**src/rtl/hyst_band_fsm.sv**
```systemverilog
// hyst_band_fsm
//   Three-band (LOW / MID / HIGH) classifier for an unsigned W-bit sample.
//   Each band has its own exit thresholds, which gives the hysteresis. A band
//   change is taken only after DEB_CNT consecutive qualifying valid samples.
//   Cycles with inp_valid low are skipped and do not break a run.
//
//   Optional feature: define HYST_BAND_DWELL_EN to add the dwell output. It
//   counts clocks spent in the current band and saturates at 16'hFFFF.
//
// Ports
//   clk       in   rising-edge clock
//   rst       in   synchronous, active-high reset
//   inp       in   [W-1:0] sample value
//   inp_valid in   sample qualifier; inp is ignored when low
//   s         out  [1:0] current band: 00 = MID, 10 = LOW, 01 = HIGH
//   chg       out  one-cycle pulse in the first cycle s shows a new band
//   s_prev    out  [1:0] band held before the most recent change
//   pend      out  a debounce run toward a different band is in progress
//   dwell     out  [15:0] clocks since the last change (HYST_BAND_DWELL_EN only)
module hyst_band_fsm #(
  parameter int W           = 5,
  parameter int MID_TO_LOW  = 12,
  parameter int MID_TO_HIGH = 20,
  parameter int LOW_TO_MID  = 20,
  parameter int LOW_TO_HIGH = 26,
  parameter int HIGH_TO_MID = 14,
  parameter int HIGH_TO_LOW = 8,
  parameter int DEB_CNT     = 2
) (
  input  logic         clk,
  input  logic         rst,
  input  logic [W-1:0] inp,
  input  logic         inp_valid,
  output logic [1:0]   s,
  output logic         chg,
  output logic [1:0]   s_prev,
  output logic         pend
`ifdef HYST_BAND_DWELL_EN
  ,
  output logic [15:0]  dwell
`endif
);

  localparam logic [1:0] MID  = 2'b00;
  localparam logic [1:0] LOW  = 2'b10;
  localparam logic [1:0] HIGH = 2'b01;

  localparam int CW = $clog2(DEB_CNT + 1);
  localparam longint MAXV = (longint'(1) << W) - 1;

  if (DEB_CNT < 1) begin : g_chk_deb
    $error("hyst_band_fsm: DEB_CNT must be >= 1");
  end
  if (MID_TO_LOW > MAXV || MID_TO_HIGH > MAXV || LOW_TO_MID > MAXV ||
      LOW_TO_HIGH > MAXV || HIGH_TO_MID > MAXV || HIGH_TO_LOW > MAXV) begin : g_chk_thr
    $error("hyst_band_fsm: threshold exceeds sample range");
  end

  localparam logic [W-1:0] T_ML = W'(MID_TO_LOW);
  localparam logic [W-1:0] T_MH = W'(MID_TO_HIGH);
  localparam logic [W-1:0] T_LM = W'(LOW_TO_MID);
  localparam logic [W-1:0] T_LH = W'(LOW_TO_HIGH);
  localparam logic [W-1:0] T_HM = W'(HIGH_TO_MID);
  localparam logic [W-1:0] T_HL = W'(HIGH_TO_LOW);
  localparam logic [CW-1:0] CNT_DONE = CW'(DEB_CNT);

  logic [1:0]    target;
  logic [1:0]    ptgt;
  logic [CW-1:0] cnt;
  logic [CW-1:0] cnt_next;
  logic          take;

  // Target band from current band and sample.
  always_comb begin
    target = s;
    case (s)
      MID: begin
        if (inp < T_ML)      target = LOW;
        else if (inp > T_MH) target = HIGH;
      end
      LOW: begin
        if (inp > T_LH)      target = HIGH;
        else if (inp > T_LM) target = MID;
      end
      HIGH: begin
        if (inp < T_HL)      target = LOW;
        else if (inp < T_HM) target = MID;
      end
      default: target = s;
    endcase
  end

  // A new target restarts the run at 1; the same target extends it.
  always_comb begin
    cnt_next = (target == ptgt) ? cnt + CW'(1) : CW'(1);
    take     = inp_valid && (target != s) && (cnt_next == CNT_DONE);
  end

  always_ff @(posedge clk) begin
    if (rst) begin
      s      <= MID;
      s_prev <= MID;
      chg    <= 1'b0;
      pend   <= 1'b0;
      cnt    <= '0;
      ptgt   <= MID;
    end else begin
      chg <= 1'b0;
      if (inp_valid) begin
        if (target == s) begin
          cnt  <= '0;
          pend <= 1'b0;
        end else begin
          ptgt <= target;
          if (take) begin
            s      <= target;
            s_prev <= s;
            chg    <= 1'b1;
            cnt    <= '0;
            pend   <= 1'b0;
          end else begin
            cnt  <= cnt_next;
            pend <= 1'b1;
          end
        end
      end
    end
  end

`ifdef HYST_BAND_DWELL_EN
  always_ff @(posedge clk) begin
    if (rst || take)         dwell <= '0;
    else if (dwell != '1)    dwell <= dwell + 16'd1;
  end
`endif

endmodule

```
**config.mk**
```make
export PLATFORM = sky130hd
export DESIGN_NAME = hyst_band_fsm
export DESIGN_NICKNAME = d
export VERILOG_FILES = /design/src/rtl/hyst_band_fsm.sv
export SDC_FILE = /design/constraint.sdc
export NUM_CORES = 1
export LEC_CHECK = 0
export BUFFER_PORTS_ARGS = -buffer_cell sky130_fd_sc_hd__buf_2
export CAP_MARGIN = 0
export CORE_MARGIN = 2
export CORE_UTILIZATION = 41
export CTS_BUF_LIST = sky130_fd_sc_hd__clkbuf_16
export DETAILED_ROUTE_END_ITERATION = 8
export GPL_ROUTABILITY_DRIVEN = 1
export GPL_TIMING_DRIVEN = 0
export PLACE_DENSITY = 0.66
export SLEW_MARGIN = 25
export SYNTH_ARGS = -nofsm -noshare
export SYNTH_HDL_FRONTEND = slang
export SYNTH_SLANG_ARGS = --single-unit
```
**constraint.sdc**
```tcl
create_clock -name clk -period 1.8 [get_ports clk]
set_input_delay 0.54 -clock clk [delete_from_list [all_inputs] [get_ports clk]]
set_output_delay 0.54 -clock clk [all_outputs]
set_load 0.1 [all_outputs]
```
==> metrics, run 1 <==
WS Path Type in2reg; filler instances about 100; end of the critical path s_prev[1]; Cell variety after synth 26; drt wl/cell 15.4 um; share of async-settable or async-resettable flops after synthesis 0; status finished, violations left; total negative slack -0.0309 ns; global route overflow 0; fraction of layout cells with a size suffix above 1 0.420; CTS tree yes; Synth Instances 61; Post-DP Area around 670 um2; cell-internal power just under 0.6 mW; worst reg2reg setup slack ~0.06 ns; die area approximately 1700 um2; Buffers on Ports 13; GRT Resource Usage Total 0.214; post-layout instance area roughly 850 um2; largest net degree at the start of global routing 11; total wire length approximately 1500 um; Synth-to-Final Area Change 48.0%; register area share after synthesis 0.349; CP required between 1.5 and 2 ns; Final ANT Viol Nets 0; number of flops mapped to enable cells by yosys 0; via count 527; final hold violation count 0; area share of the largest cell type after synthesis 0.349; dpl cells roughly 90; Worst Hold Class reg2reg; failing checks negative setup slack; Syn Std Cell Area 573 um2; Die Span Y 41.4 um; Synth Net Count 69; DR pass1 iterations 4; FF+latch count, synth 10; Synthesis Warnings 0; pins over their slew limit 0; commonest non-fill, non-tap cell in the layout buf_2; Synth Flop Type dfxtp_1; clk_lat worst skew 0.24 ns; Flop pwr share 0.300; post-route setup slack -0.0309 ns; post-DP HPWL about 910 um; CTS clock-pin slew for the worst setup and hold paths around 0.040 ns; Rows 13; setup violators final 1; slew margin rel. 0.680; Gate power share 0.199; Net Sw Frac 0.259; Slowest-stage cell, CP a221oi_4; CP arrival ~2 ns; Die W around 41 um; min Tclk post-route about 1.8 ns; Worst Setup SP inp[3]; Starting Density 0.440; type of origin of the critical path primary input; worst reg2reg startpoint s[0]; Root Buffer clkbuf_16; first-pass GRT wire length about 2200 um; initial antenna violation count 0; Core Area about 1300 um2; CP endpoint kind flip-flop; Vias/cell 5.49; Fmax about 550 MHz; io pins 14; Peak VDD IR 0.637 mV; Power Dens Cells approximately 940 nW/um2; cell taking the most area after synthesis dfxtp_1; max cap viols 0; H-tree depth 1; clock sinks 10; nets 90; Clock power frac 0.501; LEAKAGE 0.330 nW; number of diodes 0; commonest non-fill, non-tap cells in the layout buf_2 (9), dfxtp_1 (8), nand2b_1 (7), nor2_1 (7); Syn Area/Cell 9.39 um2; crit-path cells buf_12 -> nor3_4 -> nor4b_4 -> a221oi_4 -> xor2_2 -> and3_4 -> mux2i_1; Post-Layout Cell Count 96; pre-CTS WS -0.447 ns; ranking of synthesized cells by area dfxtp_1 (35%), nand2b_1 (7.6%), a211oi_1 (5.2%); RSZ-0062 raised after global routing true; critical path's largest stage delay approximately 0.34 ns; Final period util 1.02; clk buf depth 2; number of global-route vias before repair around 450; CTS buffer count 3; Initial DRC Count 9; RePlAce Congestion ~0.75; R2R Path End s_prev[1]; switching pwr 0.206 mW; Max Fanout on Critical Path 6; R2R cell count 6; CTS Hold Bufs 0; DRC Markers 0; worst-margin pin slew ~0.48 ns; Layout Skew between 0.002 and 0.0025 ns
-- cells in the mapped netlist, types with 2 or more instances --
cell	count
o21ai_0	2
dfxtp_1	10
nand2_1	2
a21oi_1	4
a211oi_1	4
nand2b_1	7
mux2i_1	2
inv_1	2
nor2_1	8
a311oi_1	2
nand3_1	3
-- cell type report --
cell class / instances / area, um2 / share of cell area
multi-input combinational: 48 / 409 / 0.482
sequential: 10 / 208 / 0.245
timing repair buffer: 16 / 118 / 0.139
clock buffer: 3 / 75.1 / 0.0885
tap: 15 / 18.8 / 0.0221
buffer: 1 / 8.76 / 0.0103
inverter: 2 / 7.51 / 0.00885
clock inverter: 1 / 3.75 / 0.00442
-- power groups by stage --
stage               combinational [mW]  clock [mW]  sequential (mW)
floorplan                       0.0692           0            0.261
global placement                 0.120           0            0.241
detailed placement               0.121           0            0.241
CTS                              0.148       0.405            0.239
global route                     0.167       0.417            0.240
finish                           0.158       0.399            0.239
-- per-stage QoR --
| step | total power [mW] | util | hold slack, ns |
|---|---|---|---|
| floorplan | 0.331 | - | 0.469 |
| global placement | 0.360 | 0.518 | 0.457 |
| detailed placement | 0.362 | 0.518 | 0.460 |
| CTS | 0.792 | 0.635 | 0.474 |
| global route | 0.824 | 0.652 | 0.507 |
| finish | 0.795 | 0.652 | 0.478 |
-- worst max-delay path, delay by kind of cell --
| kind | cells | cell delay [ns] |
|---|---|---|
| compound gates | 1 | 0.34 |
| mux | 1 | 0.18 |
| simple gates | 3 | 0.57 |
| buf+inv | 1 | 0.11 |
| xor+xnor | 1 | 0.27 |
-- registers in the layout (all words and copies together) (netlist names) --
name    flops
chg         1
cnt         2
pend        1
ptgt        2
s           2
s_prev      2
-- layer usage --
| metal | global-route usage | wire length [um] |
|---|---|---|
| met2 | 0.332 | 756 |
| met1 | 0.238 | 615 |
| met5 | 0 | 0 |
| met3 | 0.101 | 61 |
| met4 | 0.121 | 42 |
-- logic make-up (layout without fill, tap and decap cells) --
group	Yosys count	after routing	synth area share
xor+xnor	2	2	0.0568
simple gates	25	25	0.262
buf+inv	3	23	0.0284
compound gates	19	19	0.269
mux	2	2	0.0349
flops	10	10	0.349
-- what timing repair did --
action                                  in CTS  in global routing
pin swaps                                    9                  6
endpoints found under the setup margin       7                  7
resized for setup                           13                  4
buffers inserted                             6                  2
-- worst min path at each step --
stage                         start   endpoint  cells after the start
after floorplan              cnt[1]     cnt[1]                      2
after global placement    s_prev[1]  s_prev[1]                      2
after detailed placement  s_prev[1]  s_prev[1]                      2
after CTS                 s_prev[1]  s_prev[1]                      2
after global routing      s_prev[0]  s_prev[0]                      2
final                     s_prev[1]  s_prev[1]                      2
No activity file was read; power rests on OpenSTA's default activity.
==> run 2: changes to the inputs <==
--- a/config.mk
+++ b/config.mk
@@ -9,11 +9,11 @@
 export CAP_MARGIN = 0
 export CORE_MARGIN = 2
 export CORE_UTILIZATION = 41
-export CTS_BUF_LIST = sky130_fd_sc_hd__clkbuf_16
 export DETAILED_ROUTE_END_ITERATION = 8
 export GPL_ROUTABILITY_DRIVEN = 1
 export GPL_TIMING_DRIVEN = 0
 export PLACE_DENSITY = 0.66
+export REMOVE_ABC_BUFFERS = 1
 export SLEW_MARGIN = 25
 export SYNTH_ARGS = -nofsm -noshare
 export SYNTH_HDL_FRONTEND = slang
==> metrics, run 2 (synthesis gave the netlist of run 1 again) <==
status finished, final reports clean; CTS clock-pin slew for the worst setup and hold paths approximately 0.070 ns; Die W ~41 um; pins over their slew limit 0; H-tree depth 1; Post-Layout Cell Count 95; hold-critical path depth 2; fraction of layout cells with a size suffix above 1 0.388; Peak VDD IR approximately 0.52 mV; Final ANT Viol Nets 0; total wire length about 1300 um; number of global-route vias before repair about 410; clock sinks 10; Power Dens Cells roughly 760 nW/um2; CP endpoint kind flip-flop; Root Buffer clkbuf_4; nets 89; CTS buffer count 3; worst-margin pin slew just under 0.5 ns; post-route setup slack 0.0290 ns; total negative slack 0 ns; Core Area 1300 um2; slew margin rel. 0.680; Max Fanout on Critical Path 6; dpl cells about 90; LEAKAGE about 0.30 nW; WS Path Type in2reg; final hold violation count 0; Initial DRC Count 9; DRC Markers 0; CP arrival roughly 1.9 ns; commonest non-fill, non-tap cell in the layout dfxtp_1; Vias/cell 5.43; Gate power share 0.250; filler instances around 120; CP required roughly 2.0 ns; Layout Skew roughly 0.0067 ns; via count just over 500; Die Span Y 41.4 um; clk buf depth 2; DR pass1 iterations 4; Net Sw Frac 0.292; type of origin of the critical path primary input; Tot Pwr between 0.5 and 0.6 mW; R2R cell count 5; Final period util 0.984; switching pwr about 0.17 mW; Worst Hold Class reg2reg; Clock power frac 0.342; io pins 14; setup violators final 0; clk_lat worst skew roughly 0.27 ns; post-layout instance area between 700 and 800 um2; Rows 13; commonest non-fill, non-tap cells in the layout dfxtp_1 (9), buf_2 (8), nor2_1 (7), nand2b_1 (7); max cap viols 0; cell-internal power 0.414 mW; CTS Hold Bufs 0; Synth-to-Final Area Change 34.7%; GRT Resource Usage Total 0.171; largest net degree at the start of global routing 13; min Tclk post-route roughly 1.8 ns; worst hold slack 0.479 ns; Buffers on Ports 13; pre-CTS WS -0.355 ns; die area around 1700 um2; initial antenna violation count 0; post-DP HPWL around 820 um; number of diodes 0; Starting Density 0.440; first-pass GRT wire length around 1800 um; drt wl/cell 13.5 um; Post-DP Area about 650 um2; CTS tree yes; RSZ-0062 raised after global routing true; Fmax between 500 and 600 MHz; global route overflow 0; Flop pwr share 0.408; fin util 0.593; RePlAce Congestion 0.758
[run 2: cell types whose count changed in the layout (fill, tap and decap cells not counted), sizes merged]
cell and delta:
clkinv -1, dlygate4sd1 -1, buf -1, clkbuf +2
[run 2: what timing repair did]
action / in CTS / in global routing
endpoints found under the setup margin: 7 / 10
buffers inserted: 1 / 4
resized for setup: 3 / 14
pin swaps: 3 / 7
[run 2: final timing paths]
| check | from | endpoint | slack (ns) |
|---|---|---|---|
| max | inp[3] | cnt[0] | 0.03 |
| min | s_prev[0] | s_prev[0] | 0.48 |
| max reg2reg | s[0] | cnt[0] | 0.03 |
| min reg2reg | s_prev[0] | s_prev[0] | 0.48 |
[run 2: worst max-delay path, cell delays in order]
cell	delay [ns]
buf_6	0.10
nor3_4	0.04
nor4b_4	0.43
a221oi_4	0.15
xor2_2	0.22
and2_4	0.19
a311oi_2	0.26
[run 2: power groups by stage]
| stage | Combinational (mW) | Clock, mW | Sequential (mW) |
|---|---|---|---|
| 3_5_place_dp | 0.116 | 0 | 0.243 |
| 2_1_floorplan | 0.0652 | 0 | 0.264 |
| 6_report | 0.146 | 0.200 | 0.238 |
| 4_1_cts | 0.122 | 0.209 | 0.239 |
| 3_3_place_gp | 0.115 | 0 | 0.243 |
| 5_1_grt | 0.157 | 0.224 | 0.240 |
[run 2: final cells by class]
class	count	area, um2	share of cell area
clock buffers	4	36.3	0.0470
multi-input cells	48	394	0.511
well taps	15	18.8	0.0243
repair buffers	16	111	0.144
flip-flops and latches	10	204	0.264
inverters	2	7.51	0.00972
[run 2: metal layers]
layer / track usage / part of all wire / vias up / routed length, um
li1: - / - / 267 / -
met1: 0.228 / 0.47 / 237 / 603
met2: 0.230 / 0.48 / 12 / 615
met3: 0.0957 / 0.053 / 0 / 68
met4: 0.0484 / 0 / 0 / 0
met5: 0 / 0 / - / 0
